File: src/rtl/freqsel_pkg.sv
// Shared types, default frequency table and divider-count helper for freq_select_gen.
package freqsel_pkg;

    localparam int MAX_MODES = 16;

    // Entries beyond the eighth repeat the top frequency so larger NUM_MODES still elaborate.
    localparam longint DEF_FREQ_HZ [MAX_MODES] = '{
        64'd1_000,     64'd5_000,     64'd10_000,    64'd50_000,
        64'd100_000,   64'd500_000,   64'd1_000_000, 64'd2_000_000,
        64'd2_000_000, 64'd2_000_000, 64'd2_000_000, 64'd2_000_000,
        64'd2_000_000, 64'd2_000_000, 64'd2_000_000, 64'd2_000_000
    };

    typedef enum logic [1:0] {
        IDLE,
        DEB_PRESS,
        HELD,
        DEB_REL
    } deb_state_t;

    // Half-period count, truncated, never below 1.
    function automatic longint freq2count(longint clk_hz, longint f);
        longint c;
        c = (f > 0) ? clk_hz / (2 * f) : clk_hz;
        return (c < 1) ? 64'sd1 : c;
    endfunction

endpackage

File: src/rtl/btn_debounce.sv
// Two-flop synchroniser plus debouncer FSM for one active-low button; emits a one-cycle press pulse.
// Optional auto-repeat while held is enabled by FREQSEL_AUTOREPEAT_EN.
module btn_debounce
    import freqsel_pkg::*;
#(
    parameter int DEBOUNCE_CYC = 500_000
) (
    input  logic clk,
    input  logic rst,
    input  logic btn_n,
    output logic press
);

    localparam int CW = $clog2(DEBOUNCE_CYC + 1);
    localparam logic [CW-1:0] LAST = CW'(DEBOUNCE_CYC - 1);

    logic [1:0]    sync_q;
    logic          lvl;
    deb_state_t    state;
    logic [CW-1:0] cnt;

    assign lvl = sync_q[1];

`ifdef FREQSEL_AUTOREPEAT_EN
    localparam int FIRST_CYC = 50 * DEBOUNCE_CYC;
    localparam int RPT_CYC   = 10 * DEBOUNCE_CYC;
    localparam int RW        = $clog2(FIRST_CYC + 1);

    logic [RW-1:0] rpt_cnt;
    logic          rpt_first;
    logic [RW-1:0] rpt_last;

    assign rpt_last = rpt_first ? RW'(FIRST_CYC - 1) : RW'(RPT_CYC - 1);
`endif

    always_ff @(posedge clk) begin
        if (rst) begin
            sync_q    <= 2'b11;
            state     <= IDLE;
            cnt       <= '0;
            press     <= 1'b0;
`ifdef FREQSEL_AUTOREPEAT_EN
            rpt_cnt   <= '0;
            rpt_first <= 1'b1;
`endif
        end else begin
            sync_q <= {sync_q[0], btn_n};
            press  <= 1'b0;
            case (state)
                IDLE: begin
                    if (!lvl) begin
                        state <= DEB_PRESS;
                        cnt   <= '0;
                    end
                end
                DEB_PRESS: begin
                    if (lvl) begin
                        state <= IDLE;
                        cnt   <= '0;
                    end else if (cnt == LAST) begin
                        state     <= HELD;
                        cnt       <= '0;
                        press     <= 1'b1;
`ifdef FREQSEL_AUTOREPEAT_EN
                        rpt_cnt   <= '0;
                        rpt_first <= 1'b1;
`endif
                    end else begin
                        cnt <= cnt + CW'(1);
                    end
                end
                HELD: begin
                    if (lvl) begin
                        state <= DEB_REL;
                        cnt   <= '0;
                    end
`ifdef FREQSEL_AUTOREPEAT_EN
                    // First repeat after a long hold, then at the shorter rate.
                    else if (rpt_cnt == rpt_last) begin
                        press     <= 1'b1;
                        rpt_cnt   <= '0;
                        rpt_first <= 1'b0;
                    end else begin
                        rpt_cnt <= rpt_cnt + RW'(1);
                    end
`endif
                end
                DEB_REL: begin
                    if (!lvl) begin
                        state <= HELD;
                        cnt   <= '0;
                    end else if (cnt == LAST) begin
                        state <= IDLE;
                        cnt   <= '0;
                    end else begin
                        cnt <= cnt + CW'(1);
                    end
                end
                default: state <= IDLE;
            endcase
        end
    end

endmodule

File: src/rtl/freq_select_gen.sv
// Button-driven frequency selector: steps a mode table and applies the new divider count
// only at a waveform period boundary. Define FREQSEL_AUTOREPEAT_EN for held-button auto-repeat.
module freq_select_gen
    import freqsel_pkg::*;
#(
    parameter longint CLK_HZ       = 50_000_000,
    parameter int     NUM_MODES    = 8,
    parameter int     CNT_W        = 28,
    parameter int     DEBOUNCE_CYC = 500_000,
    parameter int     WRAP         = 1,
    parameter int     INIT_MODE    = 0,
    localparam int    MODE_W       = $clog2(NUM_MODES)
) (
    input  logic              clk,
    input  logic              rst,
    input  logic              sel_up_n,
    input  logic              sel_dn_n,
    input  logic              period_done,
    output logic [MODE_W-1:0] mode,
    output logic [CNT_W-1:0]  count,
    output logic              count_upd,
    output logic              pending
);

    localparam logic [CNT_W-1:0] INIT_COUNT = CNT_W'(freq2count(CLK_HZ, DEF_FREQ_HZ[INIT_MODE]));

    if (NUM_MODES < 2 || NUM_MODES > MAX_MODES) begin : g_bad_modes
        $error("freq_select_gen: NUM_MODES out of range");
    end
    if (INIT_MODE < 0 || INIT_MODE >= NUM_MODES) begin : g_bad_init
        $error("freq_select_gen: INIT_MODE out of range");
    end

    logic [CNT_W-1:0] cnt_tab [NUM_MODES];

    for (genvar i = 0; i < NUM_MODES; i++) begin : g_tab
        localparam longint C = freq2count(CLK_HZ, DEF_FREQ_HZ[i]);
        if (C >= (64'sd1 <<< CNT_W)) begin : g_ovf
            $error("freq_select_gen: table entry overflows CNT_W");
        end
        assign cnt_tab[i] = CNT_W'(C);
    end

    // Index 0 = up, 1 = down.
    logic [1:0] btn_n;
    logic [1:0] press;

    assign btn_n = {sel_dn_n, sel_up_n};

    for (genvar b = 0; b < 2; b++) begin : g_btn
        btn_debounce #(
            .DEBOUNCE_CYC (DEBOUNCE_CYC)
        ) u_deb (
            .clk   (clk),
            .rst   (rst),
            .btn_n (btn_n[b]),
            .press (press[b])
        );
    end

    logic [MODE_W-1:0] mode_nxt;
    logic              apply;

    always_comb begin
        mode_nxt = mode;
        if (press[0] && !press[1]) begin
            if (mode == MODE_W'(NUM_MODES - 1))
                mode_nxt = (WRAP != 0) ? '0 : mode;
            else
                mode_nxt = mode + MODE_W'(1);
        end else if (press[1] && !press[0]) begin
            if (mode == '0)
                mode_nxt = (WRAP != 0) ? MODE_W'(NUM_MODES - 1) : mode;
            else
                mode_nxt = mode - MODE_W'(1);
        end
    end

    assign apply = period_done && pending;

    // Apply uses the pre-step mode; a coincident step re-arms pending for the new one.
    always_ff @(posedge clk) begin
        if (rst) begin
            mode      <= MODE_W'(INIT_MODE);
            count     <= INIT_COUNT;
            count_upd <= 1'b0;
            pending   <= 1'b0;
        end else begin
            count_upd <= apply;
            if (apply)
                count <= cnt_tab[mode];
            mode <= mode_nxt;
            if (mode_nxt != mode)
                pending <= 1'b1;
            else if (apply)
                pending <= 1'b0;
        end
    end

endmodule

File: config.mk
export PLATFORM = sky130hd
export DESIGN_NAME = freq_select_gen
export DESIGN_NICKNAME = d
export VERILOG_FILES = /design/src/rtl/freqsel_pkg.sv /design/src/rtl/btn_debounce.sv /design/src/rtl/freq_select_gen.sv
export SDC_FILE = /design/constraint.sdc
export NUM_CORES = 1
export LEC_CHECK = 0
export ABC_AREA = 1
export CAP_MARGIN = 20
export CORE_ASPECT_RATIO = 1.2
export CORE_MARGIN = 3
export CORE_UTILIZATION = 50
export CTS_CLUSTER_DIAMETER = 80
export DETAILED_ROUTE_END_ITERATION = 16
export PLACE_DENSITY = 0.72
export SYNTH_ARGS = -nofsm -noshare
export SYNTH_HDL_FRONTEND = slang
export SYNTH_SLANG_ARGS = --single-unit
File: constraint.sdc
create_clock -name clk -period 2.24 [get_ports clk]
set_input_delay 0.336 -clock clk [delete_from_list [all_inputs] [get_ports clk]]
set_output_delay 0.336 -clock clk [all_outputs]
set_load 0.05 [all_outputs]
Word-level counts from Yosys, hierarchy flattened --
Memories as Yosys holds them, arrays and structs flattened. A register that Yosys moved wholly into a read port is not among the register bits. Cells that the tools add are included.
Cells by class: mux-type cells 34, bitwise logic cells 3, add/sub/neg operators 4, equality and inequality tests 18, reduce and logical (&&, ||, !) cells 15
Operators with widths (number):
- 19-bit 2-to-1 mux | 10
- 19-bit one-hot mux with 4 select lines | 2
- 19-bit by 1-bit adder with 19-bit output (second input constant) | 2
- 19-bit == test (second input constant) | 2
- 2-bit 2-to-1 mux | 12
- 2-bit one-hot mux with 4 select lines | 2
- 3-bit 2-to-1 mux | 4
- 2-bit == test (second input constant) | 4
- 4-bit AND reduction | 2
- 3-bit by 1-bit != test with 1-bit output (second input constant) | 2
- 3-bit != test (second input constant) | 2
- 3-bit OR reduction | 2
- 2-bit by 1-bit == test with 1-bit output (second input constant) | 2
- 2-bit zero test | 2
- 1-bit 2-to-1 mux | 4
- 2-bit by 1-bit != test with 1-bit output (second input constant) | 2
- 2-bit != test (second input constant) | 2
- 3-bit inverter with 4-bit output | 1
- 2-bit AND reduction | 2
- 3-bit by 1-bit adder with 3-bit output (second input constant) | 1
- 3-bit == test (second input constant) | 1
- 1-bit logical AND | 3
- 3-bit zero test | 1
- 3-bit != test | 1
- 4 further kinds | 6
Word-level totals: output and inout port bits 33, register bits 53, memory bits (read-only) 224, memories kept 1, input port bits 5, word-level logic and storage cells 86
Memory list:
- (name not given) | depth 8, width 28, read ports 1, clocked after memory_dff 1, write ports 0, RTL line freq_select_gen.sv:91 | count <= cnt_tab[mode];

Longest topological paths before layout --
depth after elaboration 6, mapped depth 13, depth with buffers taken out 13

Cells and area by module --
From an unflattened synthesis, not the netlist that was laid out.
Unflattened totals: cell total of the unflattened synthesis 545, area total of the unflattened synthesis 3854.9 sq um
By module, submodules not included:
- btn_debounce | sequential area each 480.5 sq um, cells an instance 206, area each 1433.9 sq um, times used 2
- freq_select_gen | sequential area each 340.3 sq um, cells an instance 133, area each 987.2 sq um, times used 1

Worst setup path after synthesis --
OpenSTA, ideal clock, no wires.
path kind flip-flop to flip-flop, start point register mode[1], end point register pending, slack 0.261 ns, data required time 2.106 ns, path buffers 0, data arrival time 1.845 ns, clock period less this slack 1.979 ns, cell stages (with the launch flop) 9, setup time 0.134 ns, cells stage by stage dfxtp_1 > inv_1 > ha_1 > inv_1 > o21ai_0 > nand2_1 > xor2_1 > nor2_1 > a21oi_1
On the way: cells in the longest elaborated chain, start to end 6, elaborated cells between the ends (all ways) 11, those cells by class 2 x add/sub; 2 x eq/ne; 5 x mux; 2 x reduce/logical
Ends and longest elaborated chain:
- start: declaration | RTL line freq_select_gen.sv:19 | output logic [MODE_W-1:0] mode,
- start signal: assignment | RTL line freq_select_gen.sv:84 | mode <= MODE_W'(INIT_MODE);
- start signal: assignment | RTL line freq_select_gen.sv:92 | mode <= mode_nxt;
- 3-bit by 1-bit subtractor with 3-bit output or 3-bit zero test (tied branches) | RTL line freq_select_gen.sv:75, freq_select_gen.sv:72
- 3-bit 2-to-1 mux | RTL line freq_select_gen.sv:72 | if (mode == '0)
- 3-bit 2-to-1 mux | RTL line freq_select_gen.sv:71 | end else if (press[1] && !press[0]) begin
- 3-bit 2-to-1 mux | RTL line freq_select_gen.sv:66 | if (press[0] && !press[1]) begin
- 3-bit != test (*) | RTL line freq_select_gen.sv:93 | if (mode_nxt != mode)
- 1-bit 2-to-1 mux or 2-bit nonzero test (tied branches)
- end signal: assignment | RTL line freq_select_gen.sv:87 | pending <= 1'b0;
- end signal: assignment | RTL line freq_select_gen.sv:94 | pending <= 1'b1;
- end signal: assignment | RTL line freq_select_gen.sv:96 | pending <= 1'b0;
- end: declaration | RTL line freq_select_gen.sv:22 | output logic pending
Mark *: on every way between the ends. The rest lies on a longest branch, timed or not. A chain may end at the register's enable or synchronous reset.

Worst setup path after layout --
start point register mode[1], end point output mode[1]
No word-level cell between the ends.

==> run_results.csv <==
group,metric,value,unit
logic_synthesis,synthTopCellsByCount,"nand2_1, dfxtp_1, inv_1",
cells_and_area,fill_cells,660,
route,routed_wl,7810,um
sta,worst_slack,229,ps
logic_synthesis,ys_ff_latch,65,
grt,grt_pass1_wl,13300,um
power,power_density,615,mW/mm2
sta,tightest_slew,565,ps
critical_path,cp_top_family,"buffers and inverters",
place,place_area,0.00383,mm2
grt,busiest_layer,"met2",
logic_synthesis,yosysSeqAreaShare,0.363,
run,maxCapViolCount,0,
critical_path,critPathSlowestCell,"clkdlybuf4s50_1",
logic_synthesis,avgSynthCellArea,6.90,um2
route,drtIter0Drc,198,
die,die_x,83.3,um
critical_path,crit_required,1900,ps
logic_synthesis,synth_ff_type,"dfxtp_1",
place,hpwl,5560,um
grt,grt_util_met1,0.247,
route,postRouteAntennaNets,0,
logic_synthesis,netlist_area,0.00358,mm2
logic_synthesis,netlist_instances,519,
logic_synthesis,synth.distinct_cells,45,
die,core-area,0.00690,mm2
logic_synthesis,synth_top_area_frac,0.363,
die,ioPinCount,38,
power,p_clk_frac,0.458,
cells_and_area,stdcell_area,0.00406,mm2
place,place_inst,619,
die,die_area,0.00822,mm2
sta,fin_crit_sh,0.898,
place,post-place-ws,238,ps
power,sequentialPowerShare,0.468,
die,start_util,0.519,
sta,hold_viol,0,
cts,htree_levels,3,
die,die_h,98.7,um
logic_synthesis,async_flop_share,0,
logic_synthesis,synth_area_leader_cell,"dfxtp_1",
route,wl_per_cell,12.3,um
cts,clockBufferDepth,2,
critical_path,crit_type,"register to output port",
cells_and_area,seq_area,0.00130,mm2
grt,grt_use_met2,0.319,
place,gp_congestion,0.895,
power,p_leak,1.67,nW
grt,grt_pass1_vias,3071,
grt,grt_usage,0.194,
cells_and_area,synthToLayoutAreaGrowth,13.5,%
route,routed-via-count,3343,
cells_and_area,antennaDiodeCount,0,
die,rows,33,
cells_and_area,multi_input_area,0.00189,mm2
logic_synthesis,synth-edff-count,0,
sta,max_clock_freq,497,MHz
logic_synthesis,synth.most_common_cell,"nand2_1",
power,p_sw,0.610,mW
cts,cts_tree,"done",
cells_and_area,final_nets,556,
cts,cts_root_buf,"clkbuf_8",
run_status,outcome,"complete, no violations",
sta,fin_skew,8.12,ps
grt,grt_max_degree,38,
logic_synthesis,ys_warn_count,0,
critical_path,endpoint_kind,"output port",
sta,tns,0,ps
cts,numCtsBuffers,9,
cts,postCtsHoldBufs,0,
power,ir_worst_vdd,0.393,mV
critical_path,cp_max_fo,7,
power,internal-power,1.89,mW
cells_and_area,stdcell_count,635,
route,vias_per_cell,5.26,
power,p_sw_frac,0.244,
cells_and_area,post_route_cells_drive_above_1_share,0.0894,
critical_path,cp_cell_sequence,"clkdlybuf4s50_1",
critical_path,slowest_delay,860,ps
logic_synthesis,yosys-top-cells-area,"dfxtp_1, nand2_1, inv_1",
place,portBuffers,23,
cts,clkLatencyLatePin,340,ps
sta,finalCriticalPeriod,2010,ps
grt,antenna_found_initial,0,
route,firstDrtPassIters,4,
min_path,min_path_type,"register to register",
sta,report.final.slew_viol_count,0,
power,pwr-share-comb,0.073,
critical_path,crit_buf_inv,1,
sta,rsz0062_at_grt,"false",
cells_and_area,fin_util,0.589,
sta,finalSetupViolations,0,
grt,grt_overflow,0,
cts,cts_sinks,65,
critical_path,worstPathArrival,1680,ps
grt,use_met3,0.0318,
cts,post_cts_buffers,0,
route,route.detailed.drc,0,
cts,clkSlewWorstSetupHoldPaths,70,ps
sta,slew_headroom,0.621,
critical_path,start_kind,"register",
[flip-flops by register name, indices dropped and copies added (netlist names), named ones only]
signal and cells:
mode 3, g_btn.u_deb.press 2, pending 1, g_btn.u_deb.state 2, g_btn.u_deb.cnt 38, count 12, count_upd 1, g_btn.u_deb.sync_q 4
[layout by cell type (no fill, tap or decap), types with 2 or more instances in the layout]
cell type | synthesis | layout
a21oi_1 | 39 | 39
a31oi_1 | 2 | 2
and3_1 | 2 | 2
buf_4 | 17 | 7
bufinv_16 | 0 | 2
clkbuf_8 | 0 | 11
clkdlybuf4s50_1 | 0 | 23
clkinvlp_4 | 0 | 2
conb_1 | 1 | 14
dfxtp_1 | 65 | 65
ha_1 | 8 | 8
inv_1 | 65 | 65
nand2_1 | 112 | 112
nand2_2 | 6 | 6
nand3_1 | 34 | 34
nand3_2 | 2 | 2
nand4_1 | 10 | 10
nor2_1 | 44 | 44
nor2_2 | 8 | 8
nor2_4 | 2 | 2
nor3_1 | 8 | 8
nor4_1 | 6 | 6
o21a_1 | 2 | 2
o21ai_0 | 32 | 31
o21ai_1 | 3 | 4
o22ai_1 | 6 | 6
or2_2 | 4 | 4
xnor2_1 | 4 | 4
xor2_1 | 8 | 8
[cell type report]
| class | count | area share |
|---|---|---|
| flip-flops and latches | 65 | 0.320 |
| multi-input cells | 370 | 0.465 |
| clock inverters | 4 | 0.0185 |
| clock buffers | 12 | 0.0382 |
| inverters | 67 | 0.0619 |
| well taps | 87 | 0.0268 |
| repair buffers | 30 | 0.0696 |
[kinds of logic (layout without fill, tap and decap cells)]
kind of cell,Yosys count,count (layout),share of synthesized area
flops,65,65,0.363
xor+xnor,12,12,0.0293
other cells,1,14,0.00105
fa+ha+maj,8,8,0.0280
buf+inv,97,113,0.123
compound gates,93,93,0.143
simple gates,243,243,0.313
[through the flow]
stage,power (mW),hold slack (ps)
floorplan,1.35,389
global placement,1.38,398
detailed placement,1.38,401
CTS,2.52,425
global route,2.58,445
finish,2.50,425
[routing by layer]
metal	vias to the layer above	part of all wire
met3	13	0.039
li1	1717	-
met1	1552	0.45
met5	-	0
met2	61	0.49
met4	0	0.019
[power by group through the flow]
stage / combinational [mW] / clock [mW] / sequential, mW
2_1_floorplan: 0.157 / 0 / 1.20
3_3_place_gp: 0.178 / 0 / 1.20
3_5_place_dp: 0.181 / 0 / 1.20
4_1_cts: 0.182 / 1.17 / 1.17
5_1_grt: 0.197 / 1.21 / 1.17
6_report: 0.183 / 1.15 / 1.17
[path summary, 6_finish.rpt]
kind / from / end / slack [ps] / depth (start not counted)
max: mode[1]$_SDFF_PP0_ / mode[1] / 230 / 1
min: g_btn[0].u_deb.sync_q[0]$_SDFF_PP1_ / g_btn[0].u_deb.sync_q[1]$_SDFF_PP1_ / 420 / 1
max reg2reg: g_btn[0].u_deb.cnt[0]$_SDFFE_PP0P_ / g_btn[0].u_deb.cnt[18]$_SDFFE_PP0P_ / 390 / 11
min reg2reg: g_btn[0].u_deb.sync_q[0]$_SDFF_PP1_ / g_btn[0].u_deb.sync_q[1]$_SDFF_PP1_ / 420 / 1
[repair_timing]
action                                  4_1_cts  5_1_grt
endpoints found under the setup margin        0        1
gates resized for setup                       0        1
endpoints found under the hold margin         0        0
Power figures use the tool's default switching activity.
